File: src/rtl/uart_pkg.sv
// rtl/uart_pkg.sv - shared receiver state encoding, parity encodings and default parameters
package uart_pkg;

  typedef enum logic [2:0] {
    ST_IDLE,
    ST_START,
    ST_DATA,
    ST_PARITY,
    ST_STOP1,
    ST_STOP2
  } rx_state_t;

  localparam logic [1:0] PAR_NONE = 2'b00;
  localparam logic [1:0] PAR_ODD  = 2'b01;
  localparam logic [1:0] PAR_EVEN = 2'b10;

  localparam int DEF_DATA_W     = 8;
  localparam int DEF_FIFO_DEPTH = 16;
  localparam int DEF_OSR        = 16;
  localparam int DEF_DIV_W      = 16;

  // Encoding 2'b11 is reserved and behaves like no parity.
  function automatic logic parity_on(input logic [1:0] mode);
    return (mode == PAR_ODD) || (mode == PAR_EVEN);
  endfunction

endpackage

File: src/rtl/uart_rx_param_if.sv
// rtl/uart_rx_param_if.sv - show-ahead receive stream between the FIFO and its consumer
interface uart_rx_param_if #(
  parameter int W = 10
);
  logic [W-1:0] tdata;
  logic         tvalid;
  logic         tready;

  modport master (output tdata, output tvalid, input tready);
  modport slave  (input tdata, input tvalid, output tready);
endinterface

File: src/rtl/uart_sync_fifo.sv
// rtl/uart_sync_fifo.sv - show-ahead synchronous FIFO with flush and overrun pulse
module uart_sync_fifo #(
  parameter int W     = 10,
  parameter int DEPTH = 16
) (
  input  logic                   clk,
  input  logic                   rst,
  input  logic                   flush,
  input  logic                   push,
  input  logic [W-1:0]           push_data,
  uart_rx_param_if.master        rd,
  output logic [$clog2(DEPTH):0] count,
  output logic                   overrun
);
  localparam int AW = $clog2(DEPTH);
  localparam int CW = AW + 1;

  logic [W-1:0]  mem [DEPTH];
  logic [AW-1:0] wr_ptr;
  logic [AW-1:0] rd_ptr;
  logic          empty;
  logic          full;
  logic          do_push;
  logic          do_pop;

  assign empty   = (count == '0);
  assign full    = (count == CW'(DEPTH));
  assign do_pop  = rd.tready & ~empty & ~flush;
  // A pop in the same cycle frees the slot, so a push into a full FIFO is still taken.
  assign do_push = push & (~full | do_pop) & ~flush;

  assign rd.tvalid = ~empty;
  assign rd.tdata  = empty ? '0 : mem[rd_ptr];

  always_ff @(posedge clk) begin
    if (do_push) mem[wr_ptr] <= push_data;
  end

  always_ff @(posedge clk or posedge rst) begin
    if (rst) begin
      wr_ptr  <= '0;
      rd_ptr  <= '0;
      count   <= '0;
      overrun <= 1'b0;
    end else begin
      overrun <= push & full & ~do_pop & ~flush;
      if (flush) begin
        wr_ptr <= '0;
        rd_ptr <= '0;
        count  <= '0;
      end else begin
        if (do_push) wr_ptr <= wr_ptr + AW'(1);
        if (do_pop)  rd_ptr <= rd_ptr + AW'(1);
        count <= count + CW'(do_push) - CW'(do_pop);
      end
    end
  end

endmodule

File: src/rtl/uart_rx_param.sv
// rtl/uart_rx_param.sv - oversampling UART receiver feeding a show-ahead receive FIFO
// Bit timing restarts at every start edge; a word is pushed at the mid-sample of its last stop bit.
module uart_rx_param
  import uart_pkg::*;
#(
  parameter int DATA_W     = DEF_DATA_W,
  parameter int FIFO_DEPTH = DEF_FIFO_DEPTH,
  parameter int OSR        = DEF_OSR,
  parameter int DIV_W      = DEF_DIV_W
) (
  input  logic                        clk,
  input  logic                        rst,
  input  logic                        rx_en,
  input  logic [DIV_W-1:0]            baud_div,
  input  logic [1:0]                  parity_mode,
  input  logic                        stop_bits,
  input  logic                        flush_i,
  input  logic                        rxd_i,
  output logic [DATA_W-1:0]           m_data_o,
  output logic                        m_perr_o,
  output logic                        m_ferr_o,
  output logic                        m_valid_o,
  input  logic                        m_ready_i,
  output logic [$clog2(FIFO_DEPTH):0] fifo_cnt_o,
  output logic                        overrun_o,
  output logic                        break_o
);
  localparam int HALF = OSR / 2;
  localparam int TW   = $clog2(OSR);
  localparam int BW   = $clog2(DATA_W);

  logic              sync1;
  logic              sync2;
  logic              rx_last;
  logic [1:0]        warm;
  rx_state_t         state;
  logic [DIV_W-1:0]  div_lat;
  logic [DIV_W-1:0]  div_cnt;
  logic [1:0]        par_lat;
  logic              stop2_lat;
  logic [TW-1:0]     tick_cnt;
  logic [BW-1:0]     bit_cnt;
  logic [1:0]        samp;
  logic [DATA_W-1:0] shreg;
  logic              par_bit;
  logic              ferr;
  logic              any_one;
  logic              brk_pend;
  logic              push;
  logic              brk_pulse;
  logic [DATA_W+1:0] push_word;
  logic              tick;
  logic              mid;
  logic              bit_end;
  logic              maj;
  logic              start_edge;
  logic              perr_now;

  // The edge flop only follows the line once the synchroniser holds real samples,
  // so a line that is low when reset releases cannot fake a start edge.
  always_ff @(posedge clk or posedge rst) begin
    if (rst) begin
      sync1   <= 1'b1;
      sync2   <= 1'b1;
      warm    <= 2'b00;
      rx_last <= 1'b0;
    end else begin
      sync1   <= rxd_i;
      sync2   <= sync1;
      warm    <= {warm[0], 1'b1};
      rx_last <= sync2 & warm[1];
    end
  end

  assign start_edge = rx_last & ~sync2;
  assign tick       = (div_cnt == div_lat);
  assign mid        = tick && (tick_cnt == TW'(HALF + 1));
  assign bit_end    = tick && (tick_cnt == TW'(OSR - 1));
  assign maj        = (samp[1] & samp[0]) | (samp[1] & sync2) | (samp[0] & sync2);

  always_comb begin
    perr_now = 1'b0;
    if (par_lat == PAR_ODD)       perr_now = ~(^shreg ^ par_bit);
    else if (par_lat == PAR_EVEN) perr_now = ^shreg ^ par_bit;
  end

  always_ff @(posedge clk or posedge rst) begin
    if (rst) begin
      state     <= ST_IDLE;
      div_lat   <= '0;
      div_cnt   <= '0;
      par_lat   <= PAR_NONE;
      stop2_lat <= 1'b0;
      tick_cnt  <= '0;
      bit_cnt   <= '0;
      samp      <= 2'b00;
      shreg     <= '0;
      par_bit   <= 1'b0;
      ferr      <= 1'b0;
      any_one   <= 1'b0;
      brk_pend  <= 1'b0;
      push      <= 1'b0;
      brk_pulse <= 1'b0;
      push_word <= '0;
    end else begin
      push      <= 1'b0;
      brk_pulse <= 1'b0;
      if (state != ST_IDLE) begin
        div_cnt <= tick ? '0 : div_cnt + DIV_W'(1);
        if (tick) begin
          tick_cnt <= (tick_cnt == TW'(OSR - 1)) ? '0 : tick_cnt + TW'(1);
          if (tick_cnt == TW'(HALF - 1) || tick_cnt == TW'(HALF))
            samp <= {samp[0], sync2};
        end
      end
      if (!rx_en) begin
        state <= ST_IDLE;
      end else begin
        case (state)
          ST_IDLE: if (start_edge) begin
            state     <= ST_START;
            div_lat   <= baud_div;
            par_lat   <= parity_mode;
            stop2_lat <= stop_bits;
            div_cnt   <= '0;
            tick_cnt  <= '0;
            bit_cnt   <= '0;
            ferr      <= 1'b0;
            any_one   <= 1'b0;
            brk_pend  <= 1'b0;
          end
          ST_START: begin
            if (mid && maj)   state <= ST_IDLE;
            else if (bit_end) state <= ST_DATA;
          end
          ST_DATA: begin
            if (mid) begin
              shreg   <= {maj, shreg[DATA_W-1:1]};
              any_one <= any_one | maj;
            end
            if (bit_end) begin
              if (bit_cnt == BW'(DATA_W - 1))
                state <= parity_on(par_lat) ? ST_PARITY : ST_STOP1;
              else
                bit_cnt <= bit_cnt + BW'(1);
            end
          end
          ST_PARITY: begin
            if (mid) begin
              par_bit <= maj;
              any_one <= any_one | maj;
            end
            if (bit_end) state <= ST_STOP1;
          end
          ST_STOP1: begin
            if (mid) begin
              if (stop2_lat) begin
                ferr     <= ~maj;
                brk_pend <= ~any_one & ~maj;
              end else begin
                push      <= 1'b1;
                brk_pulse <= ~any_one & ~maj;
                push_word <= {perr_now, ~maj, shreg};
                state     <= ST_IDLE;
              end
            end else if (bit_end) begin
              state <= ST_STOP2;
            end
          end
          ST_STOP2: if (mid) begin
            push      <= 1'b1;
            brk_pulse <= brk_pend;
            push_word <= {perr_now, ferr | ~maj, shreg};
            state     <= ST_IDLE;
          end
          default: state <= ST_IDLE;
        endcase
      end
    end
  end

  uart_rx_param_if #(.W(DATA_W + 2)) rd_if ();

  uart_sync_fifo #(
    .W     (DATA_W + 2),
    .DEPTH (FIFO_DEPTH)
  ) u_fifo (
    .clk       (clk),
    .rst       (rst),
    .flush     (flush_i),
    .push      (push),
    .push_data (push_word),
    .rd        (rd_if),
    .count     (fifo_cnt_o),
    .overrun   (overrun_o)
  );

  assign rd_if.tready                     = m_ready_i;
  assign {m_perr_o, m_ferr_o, m_data_o}   = rd_if.tdata;
  assign m_valid_o                        = rd_if.tvalid;
  assign break_o                          = brk_pulse;

endmodule

File: config.mk
export PLATFORM = sky130hd
export DESIGN_NAME = uart_rx_param
export DESIGN_NICKNAME = d
export VERILOG_FILES = /design/src/rtl/uart_pkg.sv /design/src/rtl/uart_rx_param_if.sv /design/src/rtl/uart_sync_fifo.sv /design/src/rtl/uart_rx_param.sv
export SDC_FILE = /design/constraint.sdc
export NUM_CORES = 1
export LEC_CHECK = 0
export ABC_AREA = 1
export CAP_MARGIN = 0
export CORE_UTILIZATION = 50
export CTS_CLUSTER_SIZE = 24
export DETAILED_ROUTE_END_ITERATION = 8
export PLACE_DENSITY = 0.73
export SLEW_MARGIN = 10
export SYNTH_ARGS = -nofsm -noshare
export SYNTH_HDL_FRONTEND = slang
export SYNTH_SLANG_ARGS = --single-unit
File: constraint.sdc
create_clock -name clk -period 8.65 [get_ports clk]
set_input_delay 1.73 -clock clk [delete_from_list [all_inputs] [get_ports clk]]
set_output_delay 1.73 -clock clk [all_outputs]
set_load 0.05 [all_outputs]
==> reports/results.ini <==
[global_route]
grt_max_degree = 84
antenna_found_initial = 0
grt-ovfl-total = 0
gr-usage-all-layers = 0.210
grt_pass1_vias = 7311
grt_pass1_wl_um = 36900

[floorplan]
die_h_um = 150
fp.dieW_um = 150
io_pins = 43
start_util = 0.516
rows = 53
coreArea_um2 = 21200
dieArea_um2 = 22500

[routing]
dr_total_vias = 7510
drc = 0
routed_via_density = 5.48
firstDrtPassIters = 8
drtIter0Drc = 588
wl_um = 22500
wl_per_cell_um = 16.4
ant_nets = 0

[critical_path]
rr_worst_depth = 13
endpoint = m_data_o[6]
cp_max_fo = 83
crit_arrival_ns = 3.92
startpoint_type = flip-flop
required_ns = 6.92
critPathKind = reg -> out
reg2reg_from = u_fifo.count[3]
reg2reg_to = u_fifo.mem[5][1]
end_kind = output pin
rrSetupSlack_ns = 5.37
crit_start = u_fifo.rd_ptr[0]

[sta]
worst_slew_pin_slew_ns = 1.25
relSlewSlack = 0.162
fmax_ghz = 0.177
min_period_ns = 5.65
final_max_slew_viol_count = 0
setup_tns_ns = 0
finalSetupViolCount = 0
fin_hold_ws_ns = 0.358
skew_ns = 0.0128
rsz0062_at_grt = no
post-route-period-util = 0.653
hold_viol = 0

[finish]
nets = 1123
layout_common_cells = 171 x nor2_1, 160 x edfxtp_1, 152 x nand2_1, 103 x o21ai_0, 87 x dfrtp_1
syn_to_final_growth_pct = 13.4
seq_area_um2 = 7060
layout_commonest_cell = nor2_1
nFillCells = 1775
multiInputGateArea_um2 = 3380
final_core_util = 0.585
diodes = 0
layout-drive-gt1-share = 0.0712

[pwr]
cellLeakagePower_nw = 4.74
power.switching_mw = 1.16
internal-power_mw = 2.28
seq_power_share = 0.414
p_per_area_nw_per_um2 = 276
p_comb_frac = 0.274
pwr-share-clk = 0.312
ir_drop_mv = 0.173
swShare = 0.337

[yosys]
synth_cells = 1040
ys_types = 45
syn_nets = 1085
synth_top_area_frac = 0.439
synth_seq_cells = 250
yosysTopAreaCell = edfxtp_1
synth_warnings = 0
ys_seq_area_frac = 0.645
syn_area_um2 = 10900
async_flop_share = 0.360
ys_dominant_reg_cell = edfxtp_1
synth.area.top_cells = edfxtp_1 44%, dfrtp_1 20%, nor2_1 5.9%
avgSynthCellArea_um2 = 10.5
synth-edff-count = 160

[clock_network]
worst_skew_pair.late_latency_ns = 0.53
cts_buffers = 26
h-tree-depth = 1
cts-root-buf = clkbuf_16
clk_pin_slew_worst_paths_ns = 0.06
clockBufferDepth = 3
clock-sinks = 250
post-cts-setup-buffers = 0
cts_tree = yes
cts.repair.resized = 0
postCtsHoldBufs = 0

[outcome]
status = completed

[hold_path]
hp-class = reg -> reg

[placed_design]
finalWeightedCongestion = 0.866
io_buffer_count = 42
hpwl_um = 14100

[flow_run]
maxCapViolCount = 0

==> final cells by class <==
type / instances / share of cell area
clock buffers: 38 / 0.0610
clock inverters: 8 / 0.00514
inverters: 93 / 0.0285
multi-input cells: 660 / 0.272
flip-flops and latches: 250 / 0.569
well taps: 275 / 0.0277
repair buffers: 47 / 0.0369
==> registers in the layout, indices dropped and copies added (netlist names), 3 cells and up <==
name and count:
state 3, u_fifo.mem 160, u_fifo.rd_ptr 4, tick_cnt 4
bit_cnt 3, u_fifo.count 5, push_word 10, u_fifo.wr_ptr 4
div_lat 16, div_cnt 16, shreg 8
==> routing by layer <==
metal,part of all wire,routed length [um],vias to the layer above,GRT usage
li1,-,-,3657,-
met1,0.44,9890,3604,0.281
met4,0.023,512,0,0.0641
met2,0.48,10800,208,0.357
met5,0,0,-,0
met3,0.057,1270,41,0.0274
==> worst min path at each step <==
stage | from | endpoint | slack [ns] | cells after the start
after floorplan | warm[0] | warm[1] | 0.33 | 0
after global placement | warm[0] | warm[1] | 0.34 | 0
after detailed placement | warm[0] | warm[1] | 0.34 | 0
after CTS | warm[0] | warm[1] | 0.36 | 0
after global routing | warm[0] | warm[1] | 0.36 | 0
final | warm[0] | warm[1] | 0.36 | 0
==> cell usage after synthesis (2+ instances only) <==
library cell,count
nor2_1,172
edfxtp_1,160
nand2_1,152
o21ai_0,103
dfrtp_1,88
inv_1,83
a21oi_1,48
nand3_1,38
clkbuf_1,32
o221ai_1,30
ha_1,19
o21ai_1,18
o22ai_1,12
nor3_1,10
inv_2,7
nor2_2,7
xnor2_1,7
nand4_1,5
xor2_1,4
a211oi_1,3
buf_2,3
nand2_2,3
nand3_2,3
nor2_4,3
nor3_2,3
nor3b_1,3
o21a_1,3
buf_6,2
clkinv_1,2
dfstp_2,2
==> through the flow <==
stage               std cells  instance area, um2  worst slack [ns]  power [mW]
global route             1371               12400              2.69        3.62
global placement         1325               11600              3.61        2.35
finish                   1371               12400              3.00        3.43
CTS                      1371               12400              2.98        3.45
floorplan                1040               10900              4.30        2.13
detailed placement       1325               11600              3.53        2.38
==> critical path, stage by stage (launching register included) <==
cell and delay (ns):
dfrtp_2 0.38, buf_4 0.35, inv_2 0.44, buf_4 0.55, o21ai_0 0.16, o22ai_1 0.13, nor2_1 0.05, nor2_1 0.12
o21ai_0 0.13, a21oi_1 0.21, clkdlybuf4s50_1 0.84
==> power groups by stage <==
| stage | sequential [mW] | clock, mW | combinational [mW] |
|---|---|---|---|
| 6_report | 1.42 | 1.07 | 0.941 |
| 5_1_grt | 1.43 | 1.14 | 1.05 |
| 4_1_cts | 1.42 | 1.09 | 0.943 |
| 3_5_place_dp | 1.44 | 0 | 0.939 |
| 3_3_place_gp | 1.44 | 0 | 0.915 |
| 2_1_floorplan | 1.45 | 0 | 0.675 |
==> kinds of logic (layout without fill, tap and decap cells) <==
| group | count (synthesis) | in the layout | share of synthesized area |
|---|---|---|---|
| buffers and inverters | 130 | 186 | 0.0465 |
| xor gates and xnor gates | 11 | 11 | 0.00880 |
| adders and majority gates | 20 | 20 | 0.0235 |
| other | 1 | 1 | 0.000343 |
| DFF | 250 | 250 | 0.645 |
| AOI/OAI and AO/OA | 220 | 220 | 0.115 |
| and+or+nand+nor | 408 | 408 | 0.161 |
(Power assumes the default switching activity.)
